**src/rtl/posit_dec_pkg.sv**
```systemverilog
// Shared constants and the decoded-word record passed between the posit decoder stages.
package posit_dec_pkg;

  localparam int NBITS = 64;
  localparam int ES    = 4;
  localparam int FW    = 57;
  localparam int SW    = 11;

  typedef struct packed {
    logic          sign;
    logic [SW-1:0] scale;
    logic [FW:0]   sig;
    logic          zero;
    logic          nar;
  } posit_dec_t;

endpackage

```
**src/rtl/posit_scale_calc.sv**
```systemverilog
// Combinational regime/exponent to scale conversion and hidden-bit insertion.
module posit_scale_calc
  import posit_dec_pkg::*;
(
  input  logic          in_sign,
  input  logic          in_rbit,
  input  logic [5:0]    in_run,
  input  logic [3:0]    in_expo,
  input  logic [FW-1:0] in_frac,
  input  logic          in_zero,
  input  logic          in_nar,
  output posit_dec_t    dec
);

  logic [SW-1:0] run_x;
  logic [SW-1:0] regime;
  logic [SW-1:0] scale;

  assign run_x  = {{(SW-6){1'b0}}, in_run};
  // A run of ones encodes run-1, a run of zeros encodes -run.
  assign regime = in_rbit ? (run_x - SW'(1)) : (SW'(0) - run_x);
  assign scale  = {regime[SW-5:0], 4'b0000} + {{(SW-4){1'b0}}, in_expo};

  always_comb begin
    dec      = '0;
    dec.sign = in_sign;
    if (in_nar) begin
      dec.nar = 1'b1;
    end else if (in_zero) begin
      dec.zero = 1'b1;
    end else begin
      dec.scale = scale;
      dec.sig   = {1'b1, in_frac};
    end
  end

endmodule

```
**src/rtl/posit_scale_stage.sv**
```systemverilog
// Two-deep valid/ready stage producing scale and significand, with saturating zero/NaR counters.
module posit_scale_stage #(
  parameter int FW = posit_dec_pkg::FW,
  parameter int SW = posit_dec_pkg::SW,
  parameter int CW = 16
) (
  input  logic          clk,
  input  logic          rst_n,
  input  logic          in_valid,
  output logic          in_ready,
  input  logic          in_sign,
  input  logic          in_rbit,
  input  logic [5:0]    in_run,
  input  logic [3:0]    in_expo,
  input  logic [FW-1:0] in_frac,
  input  logic          in_zero,
  input  logic          in_nar,
  output logic          out_valid,
  input  logic          out_ready,
  output logic          out_sign,
  output logic [SW-1:0] out_scale,
  output logic [FW:0]   out_sig,
  output logic          out_zero,
  output logic          out_nar,
  output logic [CW-1:0] zero_cnt,
  output logic [CW-1:0] nar_cnt
);

  import posit_dec_pkg::*;

  posit_dec_t s1_next;
  posit_dec_t s1_reg;
  posit_dec_t s2_reg;
  logic       v1_reg;
  logic       v2_reg;
  logic       s1_load;
  logic       s2_load;
  logic       fire;
  logic [1:0] hit;

  posit_scale_calc u_calc (
    .in_sign (in_sign),
    .in_rbit (in_rbit),
    .in_run  (in_run),
    .in_expo (in_expo),
    .in_frac (in_frac),
    .in_zero (in_zero),
    .in_nar  (in_nar),
    .dec     (s1_next)
  );

  assign in_ready = !v1_reg || !v2_reg || out_ready;
  assign s1_load  = in_valid && in_ready;
  assign s2_load  = v1_reg && (!v2_reg || out_ready);

  always_ff @(posedge clk or negedge rst_n) begin
    if (!rst_n) begin
      v1_reg <= 1'b0;
      v2_reg <= 1'b0;
      s1_reg <= '0;
      s2_reg <= '0;
    end else begin
      if (s1_load) begin
        s1_reg <= s1_next;
        v1_reg <= 1'b1;
      end else if (s2_load) begin
        v1_reg <= 1'b0;
      end
      // S2 either takes the S1 word or empties once the consumer has taken it.
      if (s2_load) begin
        s2_reg <= s1_reg;
        v2_reg <= 1'b1;
      end else if (out_ready) begin
        v2_reg <= 1'b0;
      end
    end
  end

  assign out_valid = v2_reg;
  assign out_sign  = s2_reg.sign;
  assign out_scale = s2_reg.scale;
  assign out_sig   = s2_reg.sig;
  assign out_zero  = s2_reg.zero;
  assign out_nar   = s2_reg.nar;

  assign fire = v2_reg && out_ready;
  assign hit  = {s2_reg.nar, s2_reg.zero} & {2{fire}};

  genvar gi;
  generate
    for (gi = 0; gi < 2; gi++) begin : g_cnt
      logic [CW-1:0] cnt_reg;
      always_ff @(posedge clk or negedge rst_n) begin
        if (!rst_n) begin
          cnt_reg <= '0;
        end else if (hit[gi] && (cnt_reg != {CW{1'b1}})) begin
          cnt_reg <= cnt_reg + CW'(1);
        end
      end
    end
  endgenerate

  assign zero_cnt = g_cnt[0].cnt_reg;
  assign nar_cnt  = g_cnt[1].cnt_reg;

  a_run_nonzero : assert property (@(posedge clk) disable iff (!rst_n) in_valid |-> in_run != 6'd0);

endmodule

```
**config.mk**
```make
export PLATFORM = sky130hd
export DESIGN_NAME = posit_scale_stage
export DESIGN_NICKNAME = d
export VERILOG_FILES = /design/src/rtl/posit_dec_pkg.sv /design/src/rtl/posit_scale_calc.sv /design/src/rtl/posit_scale_stage.sv
export SDC_FILE = /design/constraint.sdc
export NUM_CORES = 1
export LEC_CHECK = 0
export BUFFER_PORTS_ARGS = -buffer_cell sky130_fd_sc_hd__buf_2
export CORE_MARGIN = 3
export CORE_UTILIZATION = 40
export DETAILED_ROUTE_END_ITERATION = 16
export PLACE_DENSITY = 0.66
export SLEW_MARGIN = 20
export SYNTH_ARGS = -nofsm -noshare
export SYNTH_HDL_FRONTEND = slang
export SYNTH_SLANG_ARGS = --single-unit
```
**constraint.sdc**
```tcl
create_clock -name clk -period 1.59 [get_ports clk]
set_input_delay 0.159 -clock clk [delete_from_list [all_inputs] [get_ports clk]]
set_output_delay 0.159 -clock clk [all_outputs]
set_load 0.02 [all_outputs]
```
==> results.md, run 1 <==
Global route:
- The number of antenna violations at the first check in global routing came to 0.
- The via count of the first global-routing pass came to 5265.
- Summed over all layers, the global routing overflow is 0.
- The global-route wire length before repair is 27100 microns.
- Entering global routing, the biggest net connects 65 pins.
- The global-route total usage across every layer is 17.3%.

Clock tree:
- For this design, the sink count on the clock tree is 178.
- The clock tree from TritonCTS is done.
- The maximum buffer depth of the clock tree is 2.
- At the later pin of the worst-skew pair, clock insertion delay measures 0.42 ns.
- The number of H-tree levels is 4.
- After clock tree synthesis, the clock-pin slew on the worst setup and hold paths is 0.06 ns.
- The number of clock buffers added by TritonCTS is 17.
- The clock tree root driver cell is sky130_fd_sc_hd__clkbuf_16.

Drt:
- The DRC violation count after routing is 0.
- Once detail routing completed, the nets flagged for antenna violations numbered 0.
- Before antenna repair, the detailed router went through 4 iterations.
- The routed wire length is 16800 microns.
- Dividing the detail-routed via count by the number of cells gives 5.10.
- The routed layout has 5029 vias.
- The wire length on met2 is 8350 microns.
- For this block, the initial DRC count from the detailed router was 193.
- The wire length the detailed router placed on met1 is 7170 microns.
- The total length of routed met3 wires is 1070 microns.
- The average wire length per cell after detail routing is 17.0 microns.
- The uppermost layer routed is met4.

Synth:
- The total number of yosys warnings is 0.
- The synthesized design contains 178 register bits.
- The synthesized netlist occupies a cell area of 7020 sq um.
- The fraction of synthesis flops using an asynchronous set or reset pin is 100%.
- By area the synthesized netlist is led by sky130_fd_sc_hd__dfrtp_1, sky130_fd_sc_hd__mux2_2, sky130_fd_sc_hd__a22o_1, sky130_fd_sc_hd__xor2_1, sky130_fd_sc_hd__xnor2_1.
- Synthesis instantiated 41 different standard cells from the library.
- The post-synthesis average cell area is 14.4 sq um.
- The cell type with the largest total area after synthesis is sky130_fd_sc_hd__dfrtp_1.
- When the netlist entered floorplanning its net count stood at 566.
- The main flop type after synthesis is sky130_fd_sc_hd__dfrtp_1.
- The synthesized design devotes to its leading area cell type 63.4% of total area.
- Counting flops with a built-in enable in the synthesized netlist gives 0.
- The post-synthesis sequential area ratio is 63.4%.
- Synthesis produced 487 cells.

Floorplan:
- From bottom edge to top edge, the die measures 139 microns.
- The I/O pin count is 181.
- The placement row count is 47.
- For this configuration, the core starts out at a cell density of 41.6%.
- The x dimension of the die is 139 microns.
- The core region is 16900 sq um.
- The die area is 19200 sq um.

Timing:
- Once routing completed, OpenROAD measured the worst setup slack at 0.0701 ns.
- The transition time at the pin with the least slew margin is 0.441 ns.
- The total count of max-transition violations in the final report is 0.
- Setup violations remaining at the end of the flow were counted as 0.
- The final clock period utilization by the worst path is 95.6%.
- For the final database, setup skew stands at 0.00953 ns.
- The hold violation count in the final report was 0.
- The worst path needs 1.52 ns of the cycle, external delays included.
- The worst-case headroom to the max-slew limit is 70.5%.
- The top achievable clock speed is 0.658 GHz.

Cells and area:
- The number of standard cells in the final layout excluding fillers is 986.
- The post-route netlist has 45.0% of its cells at a drive strength greater than 1.
- The fill cell instance count of the final layout is 1381.
- Cells fill 57.8% of the core in the end.
- 0 antenna diodes ended up in the layout.
- The area growth from synthesis to layout is 38.9%.
- The register with the most flip-flops in the layout has 72 of them.
- The finished cells cover 9760 sq um.
- At the end of the flow, the number of nets in the layout was 833.

Critical path:
- For the worst setup path, the data required time is 1.89 ns.
- Along the worst path, the maximum fanout reaches 9.
- The endpoint arrival time on the critical path is 1.82 ns.
- The kind of end point of the critical path is a flop.
- The slack of the worst reg-to-reg path is 0.07 ns.
- For the worst flop-to-flop path, the logic depth is 5.
- The critical setup path kind is flop to flop.
- The type of origin of the critical path is a flop.

Power and ir drop:
- The analysis attributes to cell leakage a power of 0.00500 uW.
- The total power per unit cell area is 1200 nW/um^2.
- Across the VDD grid, the largest voltage drop is 0.763 mV.
- The overall power of the completed layout is 11700 uW.

Placement:
- In this run the cell area measured after placement is 8420 sq um.
- The number of buffers inserted by port buffering is 180.
- The cell count after placement is 885.
- The worst slack at placement is 0.0288 ns.
- The half-perimeter wire length after placement is 11100 microns.
- Routability-driven placement finished with a final weighted congestion of 0.832.

Status:
- The flow ran to the end, and the final reports show no timing, DRC or antenna violations.

Min path:
- The worst hold path class is input port to flop.
- The depth of the worst hold-timing path is 3.

Job:
- Across the run, the number of max-cap violations was 0.
==> per-layer routing <==
metal  global-route usage, %  vias up
li1                        -     2331
met1                    22.1     2541
met2                    28.9      141
met3                    5.28       16
met4                    4.37        0
met5                       0        -
==> per-stage QoR <==
step           TNS, ns  hold slack, ns
2_1_floorplan  -0.0360          -0.137
3_3_place_gp         0          0.0893
3_5_place_dp         0          0.0885
4_1_cts              0          0.0183
5_1_grt        -0.0422          0.0276
6_report             0          0.0309
==> cell usage after synthesis (2+ instances only) <==
master                      count
sky130_fd_sc_hd__a21oi_1        3
sky130_fd_sc_hd__a22o_1        67
sky130_fd_sc_hd__and2_1         2
sky130_fd_sc_hd__and3_1        11
sky130_fd_sc_hd__and4_1         3
sky130_fd_sc_hd__buf_2         17
sky130_fd_sc_hd__clkbuf_1       9
sky130_fd_sc_hd__dfrtp_1      178
sky130_fd_sc_hd__ha_1           4
sky130_fd_sc_hd__inv_1          4
sky130_fd_sc_hd__mux2_2        75
sky130_fd_sc_hd__nand2_1       11
sky130_fd_sc_hd__nand2b_1       6
sky130_fd_sc_hd__nand3_1        9
sky130_fd_sc_hd__nand4_1        9
sky130_fd_sc_hd__nor2_1         2
sky130_fd_sc_hd__nor3_1         7
sky130_fd_sc_hd__nor3b_1        3
sky130_fd_sc_hd__nor4_1         5
sky130_fd_sc_hd__nor4b_1        2
sky130_fd_sc_hd__o2111ai_1      3
sky130_fd_sc_hd__o211ai_1       3
sky130_fd_sc_hd__xnor2_1       18
sky130_fd_sc_hd__xor2_1        19
==> repair_timing <==
action,in CTS,in global routing
gates resized for setup,0,6
endpoints found under the hold margin,137,0
hold buffers,64,0
setup endpoints to repair,0,49
setup buffers,0,5
==> worst max-delay path, cell delays in order (launching register included) <==
cell and delay, ns:
sky130_fd_sc_hd__dfrtp_2 0.35, sky130_fd_sc_hd__nand4_1 0.20, sky130_fd_sc_hd__nor4_4 0.33, sky130_fd_sc_hd__buf_6 0.18, sky130_fd_sc_hd__nor2_4 0.05, sky130_fd_sc_hd__mux2_4 0.30
==> where the power goes <==
group	internal, uW	switching, uW	leakage, uW	total [uW]
logic	988	1170	0.00236	2160
clock network	2510	1660	0.000280	4170
registers	5030	359	0.00236	5390
total	8520	3190	0.00500	11700
==> worst paths after layout <==
path                                         from                  endpoint
setup / recovery           nar_cnt[8]$_DFFE_PN0P_    nar_cnt[1]$_DFFE_PN0P_
hold / removal                            in_zero     s1_reg[1]$_DFFE_PN0P_
setup reg to reg           nar_cnt[8]$_DFFE_PN0P_    nar_cnt[1]$_DFFE_PN0P_
hold reg to reg            s1_reg[59]$_DFFE_PN0P_    s1_reg[59]$_DFFE_PN0P_
max in group asynchronous                   rst_n  out_scale[6]$_DFFE_PN0P_
min in group asynchronous                   rst_n  zero_cnt[10]$_DFFE_PN0P_
==> final cells by class <==
type | count | area [sq um] | area share [%]
Sequential cell | 178 | 4480 | 45.9
Inverter | 4 | 15.0 | 0.154
Clock buffer | 22 | 454 | 4.65
Multi-Input combinational cell | 279 | 2490 | 25.6
Clock inverter | 9 | 133 | 1.36
Tap cell | 220 | 275 | 2.82
Timing Repair Buffer | 274 | 1910 | 19.6
==> cells in the final DEF, fill, tap and decap left out, types with 2 or more instances in the layout <==
| master | n |
|---|---|
| sky130_fd_sc_hd__clkinv_2 | 2 |
| sky130_fd_sc_hd__dfrtp_2 | 17 |
| sky130_fd_sc_hd__buf_2 | 179 |
| sky130_fd_sc_hd__and2_1 | 2 |
| sky130_fd_sc_hd__nor4_1 | 3 |
| sky130_fd_sc_hd__nor4_2 | 2 |
| sky130_fd_sc_hd__buf_6 | 3 |
| sky130_fd_sc_hd__bufinv_16 | 3 |
| sky130_fd_sc_hd__clkinvlp_4 | 2 |
| sky130_fd_sc_hd__and3_1 | 11 |
| sky130_fd_sc_hd__clkbuf_1 | 4 |
| sky130_fd_sc_hd__xnor2_1 | 18 |
| sky130_fd_sc_hd__o2111ai_1 | 3 |
| sky130_fd_sc_hd__dfrtp_1 | 161 |
| sky130_fd_sc_hd__a22o_1 | 67 |
| sky130_fd_sc_hd__buf_12 | 9 |
| sky130_fd_sc_hd__inv_1 | 4 |
| sky130_fd_sc_hd__a21oi_1 | 3 |
| sky130_fd_sc_hd__buf_4 | 18 |
| sky130_fd_sc_hd__mux2_2 | 75 |
| sky130_fd_sc_hd__nand3_1 | 9 |
| sky130_fd_sc_hd__clkbuf_16 | 18 |
| sky130_fd_sc_hd__ha_1 | 3 |
| sky130_fd_sc_hd__nor3b_1 | 3 |
| sky130_fd_sc_hd__nor2_1 | 2 |
| sky130_fd_sc_hd__nand2b_1 | 6 |
| sky130_fd_sc_hd__nand4_1 | 9 |
| sky130_fd_sc_hd__xor2_1 | 19 |
| sky130_fd_sc_hd__clkinv_4 | 2 |
| sky130_fd_sc_hd__dlygate4sd3_1 | 64 |
| sky130_fd_sc_hd__nand2_1 | 9 |
| sky130_fd_sc_hd__and4_1 | 2 |
| sky130_fd_sc_hd__o211ai_1 | 3 |
| sky130_fd_sc_hd__nor3_1 | 7 |
==> logic make-up (layout without fill, tap and decap cells) <==
family          Yosys count  after routing  synth area share, %
compound gates           81             81                 9.74
xor+xnor                 37             37                 4.61
fa+ha+maj                 4              4                0.713
buf+inv                  30            309                 1.91
flops                   178            178                 63.4
mux                      77             77                 12.4
simple gates             80             80                 7.23
No activity file was read; power rests on OpenSTA's default activity.
==> inputs of run 2 (changes only) <==
==> constraint.sdc (replaced) <==
create_clock -name clk -period 1.25 [get_ports clk]
set_input_delay 0.125 -clock clk [delete_from_list [all_inputs] [get_ports clk]]
set_output_delay 0.125 -clock clk [all_outputs]
set_load 0.02 [all_outputs]
==> results.md, run 2 (same netlist as run 1, synthesis figures left out) <==
Cells and area:
- The number of antenna diodes is 0 (unchanged).
- The number of standard cells in the final layout excluding fillers is 1101 (was 986).
- The fraction of layout cells with a size suffix above 1 is 57.5% (was 45.0%).
- The net total in the final layout came to 947 (was 833).
- The fill cell instance count of the final layout is 1102 (was 1381).
- The flip-flop count of the largest register after layout is 72 (unchanged).
- The final core utilization is 70.7% (was 57.8%).
- The area added between synthesis and finish came to 69.9% (was 38.9%).
- The most common library cell in the layout ignoring fill and taps is sky130_fd_sc_hd__dfrtp_1 (was sky130_fd_sc_hd__buf_2).
- Most frequent cells in the layout: sky130_fd_sc_hd__dfrtp_1, sky130_fd_sc_hd__buf_2, sky130_fd_sc_hd__buf_6, sky130_fd_sc_hd__a22o_1, sky130_fd_sc_hd__dlygate4sd3_1 (was sky130_fd_sc_hd__buf_2, sky130_fd_sc_hd__dfrtp_1, sky130_fd_sc_hd__mux2_2, sky130_fd_sc_hd__a22o_1, sky130_fd_sc_hd__dlygate4sd3_1).

Critical path:
- The required time of the critical path is 1.60 ns (was 1.89 ns).
- The start point of the critical path is nar_cnt[0]$_DFFE_PN0P_ (was nar_cnt[8]$_DFFE_PN0P_).
- The type of origin of the critical path was a flop (unchanged).
- The kind of end point of the critical path was a flop (unchanged).
- The highest net fanout along the worst path is 4 (was 9).
- The endpoint arrival time on the critical path is 1.93 ns (was 1.82 ns).
- The critical setup path kind is flop to flop (unchanged).
- The startpoint of the worst register-to-register path is nar_cnt[0]$_DFFE_PN0P_ (was nar_cnt[8]$_DFFE_PN0P_).

Clock tree:
- The clock buffer count from CTS was 17 (unchanged).
- The number of H-tree levels is 4 (unchanged).
- The clock latency on the worst-skew pair is 0.43 ns (was 0.42 ns).
- The clock-pin slew of the registers on the worst-case setup and hold paths was 0.07 ns (was 0.06 ns).
- The clock tree root driver cell was sky130_fd_sc_hd__clkbuf_16 (unchanged).
- The maximum buffer depth of the clock tree came to 2 (unchanged).
- The number of clock sinks came to 178 (unchanged).
- The clock tree from TritonCTS is done (unchanged).

Min path:
- The worst hold path class is input port to flop (unchanged).
- The hold path startpoint is in_run[5] (was in_zero).

Power and ir drop:
- The internal power was 12100 uW (was 8520 uW).
- The switching part of the total power is 28.7% (was 27.2%).
- The peak supply drop is 1.08 mV (was 0.763 mV).
- The share of power burned in combinational logic came to 27.1% (was 18.4%).
- The portion of total power attributed to the clock network came to 32.4% (was 35.6%).
- The static leakage is 0.00600 uW (was 0.00500 uW).
- The overall power of the completed layout is 16900 uW (was 11700 uW).
- The sequential share of power is 40.5% (was 46.0%).
- The total power per unit cell area is 1420 nW/um^2 (was 1200 nW/um^2).
- The total net switching power is 4860 uW (was 3190 uW).

Timing:
- The hold violation count in the final report is 0 (unchanged).
- The top achievable clock speed is 0.632 GHz (was 0.658 GHz).
- Setup repair after global routing could not meet its margin everywhere.
- The total count of max-transition violations in the final report is 0 (unchanged).
- The count of endpoints failing setup in the final report is 180 (was 0).
- The transition time at the pin with the least slew margin is 0.345 ns (was 0.441 ns).
- The final worst-path setup slack is -0.331 ns (was 0.0701 ns).
- The worst-case headroom to the max-slew limit is 76.8% (was 70.5%).
- The worst clock skew is 0.00965 ns (was 0.00953 ns).
- The final clock period utilization by the worst path is 127% (was 95.6%).
- The post-route minimum period is 1.58 ns (was 1.52 ns).
- The setup total negative slack was -26.54 ns (was 0 ns).

Global route:
- The number of antenna violations at the first check in global routing is 0 (unchanged).
- The fraction of met3 tracks used by global routing is 4.52% (was 5.28%).
- The maximum number of pins on one net before global-route repair is 57 (was 65).
- The most congested layer reported by global routing is met2 (unchanged).
- The global routing met2 resource utilization is 40.1% (was 28.9%).
- The via count of the first global-routing pass came to 6264 (was 5265).
- The met1 global-route usage was 28.0% (was 22.1%).
- The global-route total usage across every layer is 22.9% (was 17.3%).
- The global-route wire length before repair is 34800 microns (was 27100 microns).
- The overflow left after global routing is 0 (unchanged).

Placement:
- The number of buffers inserted by port buffering was 180 (unchanged).
- The half-perimeter wire length after placement is 12200 microns (was 11100 microns).
- The cell count after placement is 938 (was 885).
- The placer's final routability congestion estimate is 0.872 (was 0.832).
- The worst slack at placement is -0.273 ns (was 0.0288 ns).

Drt:
- The ratio of routed vias to standard cells came to 5.16 (was 5.10).
- The routed wire length is 22200 microns (was 16800 microns).
- The number of nets with antenna violations after routing is 0 (unchanged).
- The average wire length per cell after detail routing is 20.2 microns (was 17.0 microns).
- The DRC marker count from the first detailed-route iteration is 243 (was 193).
- The via count came to 5679 (was 5029).
- The first-pass detailed-route iteration total is 4 (unchanged).
- The DRC violation count after routing came to 0 (unchanged).

Floorplan:
- The die area is 19200 sq um (unchanged).
- The area of the core region was 16900 sq um (unchanged).
- The x dimension of the die is 139 microns (unchanged).
- The placement row count is 47 (unchanged).
- The height of the die is 139 microns (unchanged).
- The I/O pin count is 181 (unchanged).
- The effective utilization at floorplan is 41.6% (unchanged).

Job:
- The max-capacitance violation count came to 0 (unchanged).

Status:
- Result of the run: finished with violations (was complete, no violations).
- The checks that failed: negative setup slack.
-- run 2: worst paths after layout --
check,cells after the start,slack [ns],to
max,6,-0.33,nar_cnt[9]$_DFFE_PN0P_
min,4,0.09,s1_reg[70]$_DFFE_PN0P_
max reg2reg,6,-0.33,nar_cnt[9]$_DFFE_PN0P_
min reg2reg,1,0.48,s1_reg[59]$_DFFE_PN0P_
max in group asynchronous,3,0.52,out_sig[6]$_DFFE_PN0P_
min in group asynchronous,2,0.13,zero_cnt[8]$_DFFE_PN0P_
-- run 2: area by class of cell --
class	instances	area, sq um	share of cell area [%]
clock inverters	12	148	1.24
well taps	220	275	2.31
repair buffers	388	3660	30.7
flip-flops and latches	178	4490	37.6
inverters	4	15.0	0.126
multi-input cells	279	2890	24.2
clock buffers	20	457	3.83
-- run 2: repair_timing --
item | 4_1_cts | 5_1_grt
setup buffers | 32 | 23
hold buffers | 66 | 0
setup endpoints to repair | 202 | 199
gates cloned | 22 | 4
gates resized for setup | 150 | 61
pin swaps | 30 | 44
endpoints found under the hold margin | 243 | 0
-- run 2: per-stage QoR --
stage / area, sq um / hold slack, ns
2_1_floorplan: 7410 / -0.171
3_3_place_gp: 9000 / 0.0133
3_5_place_dp: 9000 / 0.0148
4_1_cts: 11700 / 0.0755
5_1_grt: 11900 / 0.112
6_report: 11900 / 0.0929
-- run 2: per-layer routing --
layer	wire, microns	vias up	share of wire [%]
met3	846	43	3.8
met4	636	0	2.9
met5	0	-	0
li1	-	2581	-
met1	8960	2902	40
met2	11800	153	53
-- run 2: power groups by stage --
stage / Combinational (uW) / Clock, uW / Sequential [uW]
after global placement: 3030 / 0 / 6840
after floorplan: 1160 / 0 / 7470
final: 4580 / 5480 / 6850
after global routing: 4860 / 5800 / 6930
after CTS: 4260 / 5560 / 6830
after detailed placement: 3120 / 0 / 6890
-- run 2: worst max-delay path, cell delays in order (launching register included) --
cell and delay [ns]:
sky130_fd_sc_hd__dfrtp_2 0.40, sky130_fd_sc_hd__buf_6 0.12, sky130_fd_sc_hd__and3_4 0.20, sky130_fd_sc_hd__nand4_1 0.22, sky130_fd_sc_hd__buf_4 0.22, sky130_fd_sc_hd__nor3b_2 0.18
sky130_fd_sc_hd__xor2_1 0.16
